**src/rtl/pll_lock_detect_if.sv**
```systemverilog
// ============================================================================
// Module  : pll_lock_detect_if
// Brief   : Monitored-clock input and lock status outputs of pll_lock_detect.
// Revision: 1.0
// ============================================================================
`default_nettype none

interface pll_lock_detect_if;
    logic       clk_div_in;
    logic       locked;
    logic       lock_lost;
    logic [3:0] half_period;
    logic [7:0] err_cnt;
    logic [1:0] state;

    modport master (
        output clk_div_in,
        input  locked, lock_lost, half_period, err_cnt, state
    );

    modport slave (
        input  clk_div_in,
        output locked, lock_lost, half_period, err_cnt, state
    );
endinterface

`default_nettype wire

```
**src/rtl/pll_lock_detect.sv**
```systemverilog
// ============================================================================
// Module  : pll_lock_detect
// Brief   : Measures half-periods of a divided PLL clock and tracks lock.
// Revision: 1.0
// ============================================================================
`default_nettype none

module pll_lock_detect #(
    parameter int HALF_PERIOD = 5,
    parameter int TOL         = 0,
    parameter int LOCK_COUNT  = 4,
    parameter int STALL_LIMIT = 15
) (
    input  wire logic        CLK,
    input  wire logic        reset,
    pll_lock_detect_if.slave bus
);
    typedef enum logic [1:0] {
        IDLE    = 2'b00,
        ACQUIRE = 2'b01,
        LOCKED  = 2'b10
    } state_t;

    localparam int          c_LO_RAW    = HALF_PERIOD - TOL;
    localparam logic [31:0] c_LO        = (c_LO_RAW < 1) ? 32'd1 : 32'(c_LO_RAW);
    localparam logic [31:0] c_HI        = 32'(HALF_PERIOD + TOL);
    localparam int          c_GW        = (LOCK_COUNT > 1) ? $clog2(LOCK_COUNT + 1) : 1;
    localparam logic [c_GW-1:0] c_LOCK_LAST = c_GW'(LOCK_COUNT - 1);
    localparam logic [3:0]  c_STALL     = 4'(STALL_LIMIT);

    logic            r_in_q;
    logic            r_in_d;
    logic [3:0]      r_run_len;
    logic            r_stall_seen;
    state_t          r_state;
    state_t          w_next_state;
    logic [c_GW-1:0] r_good_cnt;
    logic [c_GW-1:0] w_next_good_cnt;
    logic            r_locked;
    logic            r_lock_lost;
    logic [3:0]      r_half_period;
    logic [7:0]      r_err_cnt;
    logic            w_edge;
    logic            w_good;
    logic            w_stall;
    logic            w_err;
    logic            w_measure;
    logic [31:0]     w_meas;

    assign w_edge  = r_in_q ^ r_in_d;
    assign w_meas  = {28'd0, r_run_len};
    assign w_good  = (w_meas >= c_LO) && (w_meas <= c_HI);
    // An edge landing on the saturated count wins; the stall fires once until the next edge.
    assign w_stall = !w_edge && (r_run_len == c_STALL) && !r_stall_seen;

    always_ff @(posedge CLK) begin
        if (reset) begin
            r_in_q       <= 1'b0;
            r_in_d       <= 1'b0;
            r_run_len    <= 4'd0;
            r_stall_seen <= 1'b0;
        end else begin
            r_in_q <= bus.clk_div_in;
            r_in_d <= r_in_q;
            if (w_edge) begin
                r_run_len    <= 4'd1;
                r_stall_seen <= 1'b0;
            end else begin
                if (r_run_len < c_STALL) begin
                    r_run_len <= r_run_len + 4'd1;
                end
                if (w_stall) begin
                    r_stall_seen <= 1'b1;
                end
            end
        end
    end

    always_ff @(posedge CLK) begin
        if (reset) begin
            r_state    <= IDLE;
            r_good_cnt <= '0;
        end else begin
            r_state    <= w_next_state;
            r_good_cnt <= w_next_good_cnt;
        end
    end

    always_comb begin
        w_next_state    = r_state;
        w_next_good_cnt = r_good_cnt;
        w_err           = 1'b0;
        w_measure       = 1'b0;
        case (r_state)
            IDLE: begin
                // First edge after idle closes a partial period and is not measured.
                if (w_edge) begin
                    w_next_state    = ACQUIRE;
                    w_next_good_cnt = '0;
                end
            end
            ACQUIRE: begin
                if (w_edge) begin
                    w_measure = 1'b1;
                    if (w_good) begin
                        w_next_good_cnt = r_good_cnt + c_GW'(1);
                        if (r_good_cnt == c_LOCK_LAST) begin
                            w_next_state = LOCKED;
                        end
                    end else begin
                        w_next_good_cnt = '0;
                        w_err           = 1'b1;
                    end
                end else if (w_stall) begin
                    w_next_state    = IDLE;
                    w_next_good_cnt = '0;
                    w_err           = 1'b1;
                end
            end
            LOCKED: begin
                if (w_edge) begin
                    w_measure = 1'b1;
                    if (!w_good) begin
                        w_next_state    = ACQUIRE;
                        w_next_good_cnt = '0;
                        w_err           = 1'b1;
                    end
                end else if (w_stall) begin
                    w_next_state    = IDLE;
                    w_next_good_cnt = '0;
                    w_err           = 1'b1;
                end
            end
            default: begin
                w_next_state    = IDLE;
                w_next_good_cnt = '0;
            end
        endcase
    end

    always_ff @(posedge CLK) begin
        if (reset) begin
            r_locked      <= 1'b0;
            r_lock_lost   <= 1'b0;
            r_half_period <= 4'd0;
            r_err_cnt     <= 8'd0;
        end else begin
            r_locked    <= (w_next_state == LOCKED);
            r_lock_lost <= (r_state == LOCKED) && (w_next_state != LOCKED);
            if (w_measure) begin
                r_half_period <= r_run_len;
            end
            if (w_err && (r_err_cnt != 8'hFF)) begin
                r_err_cnt <= r_err_cnt + 8'd1;
            end
        end
    end

    assign bus.locked      = r_locked;
    assign bus.lock_lost   = r_lock_lost;
    assign bus.half_period = r_half_period;
    assign bus.err_cnt     = r_err_cnt;
    assign bus.state       = r_state;

endmodule

`default_nettype wire

```
**src/flat_wrapper.sv**
```systemverilog
// flat-port wrapper written by rule: the top's interface ports become plain ports
module pll_lock_detect_flat 
#(
    parameter int HALF_PERIOD = 5,
    parameter int TOL         = 0,
    parameter int LOCK_COUNT  = 4,
    parameter int STALL_LIMIT = 15
)
  (CLK, reset, bus_clk_div_in, bus_locked, bus_lock_lost, bus_half_period, bus_err_cnt, bus_state);
  pll_lock_detect_if bus_i ();
  input  wire logic CLK;
  input  wire logic reset;
  input wire logic [$bits(bus_i.clk_div_in)-1:0] bus_clk_div_in;
  output wire logic [$bits(bus_i.locked)-1:0] bus_locked;
  output wire logic [$bits(bus_i.lock_lost)-1:0] bus_lock_lost;
  output wire logic [$bits(bus_i.half_period)-1:0] bus_half_period;
  output wire logic [$bits(bus_i.err_cnt)-1:0] bus_err_cnt;
  output wire logic [$bits(bus_i.state)-1:0] bus_state;
  assign bus_i.clk_div_in = bus_clk_div_in;
  assign bus_locked = bus_i.locked;
  assign bus_lock_lost = bus_i.lock_lost;
  assign bus_half_period = bus_i.half_period;
  assign bus_err_cnt = bus_i.err_cnt;
  assign bus_state = bus_i.state;
  pll_lock_detect #(.HALF_PERIOD(HALF_PERIOD), .TOL(TOL), .LOCK_COUNT(LOCK_COUNT), .STALL_LIMIT(STALL_LIMIT)) u_core (.CLK(CLK), .reset(reset), .bus(bus_i));
endmodule
```
**config.mk**
```make
export PLATFORM = sky130hd
export DESIGN_NAME = pll_lock_detect_flat
export DESIGN_NICKNAME = d
export VERILOG_FILES = /design/src/rtl/pll_lock_detect_if.sv /design/src/rtl/pll_lock_detect.sv /design/src/flat_wrapper.sv
export SDC_FILE = /design/constraint.sdc
export NUM_CORES = 1
export LEC_CHECK = 0
export CAP_MARGIN = 0
export CORE_MARGIN = 2
export CORE_UTILIZATION = 35
export CTS_CLUSTER_DIAMETER = 120
export DETAILED_ROUTE_END_ITERATION = 7
export MAX_ROUTING_LAYER = met4
export PLACE_DENSITY = 0.63
export SKIP_LAST_GASP = 1
export SLEW_MARGIN = 20
export SYNTH_ARGS = -nofsm -noshare
export SYNTH_HDL_FRONTEND = slang
export SYNTH_SLANG_ARGS = --single-unit
```
**constraint.sdc**
```tcl
create_clock -name CLK -period 4.05 [get_ports CLK]
set_clock_uncertainty 0.15 [all_clocks]
set_input_delay 0.405 -clock CLK [delete_from_list [all_inputs] [get_ports CLK]]
set_output_delay 0.405 -clock CLK [all_outputs]
set_load 0.01 [all_outputs]
```
# Word level (Yosys, flattened, before mapping)
# Cells that the tools add are included.
# op_classes
add_sub_neg,3
multipliers,0
n_div,0
magnitude_cmp,3
n_eq_ne,9
shifts,0
muxes,23
bitwise_logic,1
reduce_logical,12
# op_table
operator,n
$mux W3,6
$mux W2,7
$pmux W3 S3,1
$add A8 B1 Y8 const B,1
$mux W1,8
$ne A8 B8 Y1 const B,1
$pmux W2 S3,1
$logic_and A1 B1 Y1,5
$add A4 B1 Y4 const B,1
$eq A2 B2 Y1 const B,2
$eq A4 B4 Y1 const B,1
$ge A4 B3 Y1 const B,1
$le A4 B3 Y1 const B,1
$lt A4 B4 Y1 const B,1
$reduce_or A2 Y1,2
$add A3 B1 Y3 const B,1
$eq A3 B2 Y1 const B,1
$ne A3 B3 Y1 const B,1
$eq A2 B1 Y1 const B,1
$logic_not A1 Y1,2
$logic_not A2 Y1,1
$ne A2 B1 Y1 const B,1
$ne A2 B2 Y1 const B,1
$reduce_and A2 Y1,1
2 further kinds,2
# totals
register_bits,26
latch_bits,0
ramBits,0
mem_bits_ro,0
out_inout_bits,16
wordCells,62
n_memories,0

# Logic depth before layout (Yosys ltp)
# logic_depth
depth_word,9
mapped_depth,8
ltp_nobuf,6

# Worst setup path before layout
# OpenSTA, ideal clock, no wires.
# synth_path
path_kind,register to register
startpoint,"register u_core.r_state[0], in the netlist u_core.bus.state[0]"
endpoint,"register u_core.r_err_cnt[4], in the netlist u_core.bus.err_cnt[4]"
arrival_ns,1.885
required_time_ns,3.830
slack_ns,1.944
path_stages_with_launch,7
period_less_slack_ns,2.106
cell_sequence,dfxtp_1 > inv_1 > ha_1 > clkbuf_1 > o21ai_1 > or4_1 > a21oi_1
# synth_via
elab_chain_len,4
# synth_lines
item,line,rtl
from (decl),pll_lock_detect.sv:35,state_t r_state;
from (signal assigned),pll_lock_detect.sv:84,r_state <= w_next_state;
$eq A2 B1 Y1 / $eq A2 B2 Y1 (equally long branches),pll_lock_detect.sv:94,case (r_state)
$reduce_or A2 Y1 (no source line) *,--,
$mux W1 *,--,
$logic_and A1 B1 Y1 *,pll_lock_detect.sv:153,if (w_err && (r_err_cnt != 8'hFF)) begin
to (signal assigned),pll_lock_detect.sv:154,r_err_cnt <= r_err_cnt + 8'd1;
to (decl),pll_lock_detect.sv:42,logic [7:0] r_err_cnt;
# Every way passes the cells marked *; elsewhere a longest branch is shown, timed or not.
# A chain may end at the register's enable or synchronous reset.

# Final worst setup path
# Ends and elaborated chain as after synthesis.

==> flow_summary.ini <==
[run_status]
status = completed

[critical_path]
setup.worst_path.end_class = flip-flop
slowest_delay_ns = 0.53
ff2ff_setup_slack_ns = 1.75
cp_max_fo = 10
path_cells = inv_1 > ha_1 > o21ai_1 > or4_1 > a21oi_1
cp_data_arrival_time_ns = 2.33
crit_end = u_core.bus.err_cnt[4]
worstPathRequired_ns = 4.08
start_kind = flip-flop
worstReg2RegEnd = u_core.bus.err_cnt[4]
crit_slowest_cell = or4_1
path_delay_family = simple AND/OR/NAND/NOR gates
cp.buffers_inverters = 1
criticalPathCategory = flip-flop to flip-flop
rr_worst_depth = 5
cp.depth = 5
crit_start = u_core.bus.state[0]
reg2reg_from = u_core.bus.state[0]

[clock_network]
clk_pin_slew_ns = 0.09
hold_buffers = 0
post_cts_buffers = 0
htree_levels = 1
cts_tree = yes
root_buffer = clkbuf_8
cts_resized = 0
clock_latency_ns = 0.27
cts_made_buffers = 3
clk_path_buf_depth = 2
cts_sinks = 26

[sta]
maxSlewHeadroom_pct = 42.2
setup_viol = 0
final_max_slew_viol_count = 0
final.period_utilization_pct = 56.7
fmax_ghz = 0.435
finalHoldViolCount = 0
tightest_slew_ns = 0.865
fin_setup_tns_ns = 0
rsz0062_at_grt = no
min_period_ns = 2.30

[place]
port-buffer-count = 18
post_dp_cell_area_um2 = 1560
place_congestion = 0.747
dp_hpwl_um = 1970

[grt]
busiest_layer = met2
grtUsageMet2_pct = 24.6
grt_max_degree = 25
grt_usage_pct = 14.3
grt_pass1_vias = 1111
grt_antenna_before_repair = 0
grt-ovfl-total = 0
grtUsageMet3_pct = 2.70
grt_use_met1_pct = 16.4
grt_pass1_wl_um = 4800

[final_layout]
fin_nets = 180
area_growth_pct = 16.9
drive_gt1_share_pct = 4.22
insertedDiodeCount = 0
final_area_um2 = 1600
post-route-util_pct = 43.1

[yosys]
synthAdderAreaFrac_pct = 8.21
muxShareOfSynthArea_pct = 5.84
synthFlopType = dfxtp_1
synthXorXnorAreaFrac_pct = 1.92
synth_area_per_cell_um2 = 8.96
synth-edff-count = 0
synth.distinct_cells = 47
ys_seq_area_share_pct = 38.0
synth_simple_gate_area_share_pct = 22.8
synthArstFlopShare_pct = 0
synthCells = 153
synth_top_family_by_area = simple AND/OR/NAND/NOR gates
ys_seq_elements = 26
synth-compound-area-share_pct = 17.2
ys_warn_count = 0
netlist_area_um2 = 1370
syn_nets = 165

[job]
cap_violations = 0

[drt]
totalWireLength_um = 2800
viasPerCell = 5.52
dr_total_vias = 1182
firstDrtPassIters = 4
drt_iter0_markers = 117
postRouteAntennaNets = 0
routedWlPerCell_um = 13.1
drc = 0

[pwr]
power_density_nw_per_um2 = 296
leakage_uw = 0.000601
irDropWorstVdd_mv = 0.119

[floorplanning]
die_w_um = 66.6
ios = 19
dieArea_um2 = 4430
fp-row-count = 22
initial_utilization_pct = 36.9
die_h_um = 66.6
core_um2 = 3720

[hold_path]
min_path_type = flip-flop to flip-flop
==> metrics by stage <==
| step | hold slack (ns) | cells | worst slack [ns] | total power, µW |
|---|---|---|---|---|
| floorplan | 0.282 | 153 | 1.94 | 319 |
| global placement | 0.300 | 211 | 1.72 | 336 |
| detailed placement | 0.305 | 211 | 1.64 | 337 |
| CTS | 0.318 | 214 | 1.78 | 481 |
| global route | 0.344 | 214 | 1.56 | 500 |
| finish | 0.312 | 214 | 1.75 | 474 |
==> worst min path at each step <==
stage	startpoint	endpoint	slack [ns]	cells after the start
2_1_floorplan	u_core.r_good_cnt[2]	u_core.r_good_cnt[2]	0.28	1
3_3_place_gp	u_core.bus.half_period[3]	u_core.bus.half_period[3]	0.30	2
3_5_place_dp	u_core.bus.half_period[0]	u_core.bus.half_period[0]	0.31	2
4_1_cts	u_core.bus.half_period[0]	u_core.bus.half_period[0]	0.32	2
5_1_grt	u_core.bus.half_period[3]	u_core.bus.half_period[3]	0.34	2
6_report	u_core.bus.half_period[0]	u_core.bus.half_period[0]	0.31	2
==> layout by cell type, fill, tap and decap left out, types with 3 or more instances in the layout <==
cell             synthesis  layout
dfxtp_1                 26      26
a21oi_1                 10      10
clkdlybuf4s50_1          0      18
nor2_1                   9       9
ha_1                     9       9
clkbuf_8                 0       3
inv_1                    7       7
nand2_1                 10      10
nor3_1                   4       4
nor3b_1                  3       3
mux2_1                   3       3
a31oi_1                  4       4
nor2b_1                  5       5
nand3_1                 12      12
==> cells by family after synthesis <==
logic type | count (synthesis)
compound gates | 34
buf+inv | 16
simple gates | 58
mux | 7
fa+ha+maj | 9
xor+xnor | 3
flops | 26
==> Yosys cell counts, types with 2 or more instances <==
cell type,instances,area (µm²)
nor3b_1,3,22.5
nor2_1,9,33.8
o21a_1,2,15.0
a2111oi_0,2,17.5
nand2b_1,2,12.5
dfxtp_1,26,521
inv_1,7,26.3
buf_4,2,15.0
buf_6,2,22.5
ha_1,9,113
a211oi_1,2,15.0
clkbuf_1,3,11.3
nor3_1,4,20.0
o311a_1,2,20.0
a21oi_1,10,50.1
mux2_1,3,33.8
nand2_1,10,37.5
nand3_1,12,60.1
o31ai_1,2,15.0
nand4_1,2,12.5
a31oi_1,4,25.0
nand3b_1,2,15.0
mux2i_1,2,20.0
or4_1,2,15.0
xnor2_1,2,17.5
o21ai_0,2,10.0
nor2b_1,5,31.3
==> power breakdown <==
part	internal, µW	switching (µW)	total, µW
clock	66.5	75.9	142
sequential	261	8.07	269
combinational	24.8	38.1	62.9
==> cell type report <==
cell class	instances	area [µm²]
fillers	360	2110
multi-input cells	111	767
flip-flops and latches	26	520
repair buffers	19	188
well taps	48	60.1
clock buffers	3	41.3
inverters	7	26.3
==> registers in the layout, indices dropped and copies added (netlist names) <==
| name | count |
|---|---|
| u_core.bus.lock_lost | 1 |
| u_core.r_stall_seen | 1 |
| u_core.r_good_cnt | 3 |
| u_core.r_in_d | 1 |
| u_core.r_run_len | 4 |
| u_core.bus.locked | 1 |
| u_core.r_in_q | 1 |
| u_core.bus.state | 2 |
| u_core.bus.err_cnt | 8 |
| u_core.bus.half_period | 4 |
==> layer usage <==
metal | routed length (µm) | part of all wire (%) | up-vias
met1 | 1260 | 45 | 573
met4 | 27 | 0.96 | 0
li1 | - | - | 581
met3 | 112 | 4.0 | 2
met5 | 0 | 0 | -
met2 | 1410 | 50 | 26
==> worst register-to-register path, delay by kind of cell, from the launching register on <==
family / cells / cell delay, ns
buffers and inverters: 1 / 0.11
AOI/OAI and AO/OA: 2 / 0.45
adders and majority gates: 1 / 0.50
and+or+nand+nor: 1 / 0.53
DFF: 1 / 0.47
(Power assumes the default switching activity.)
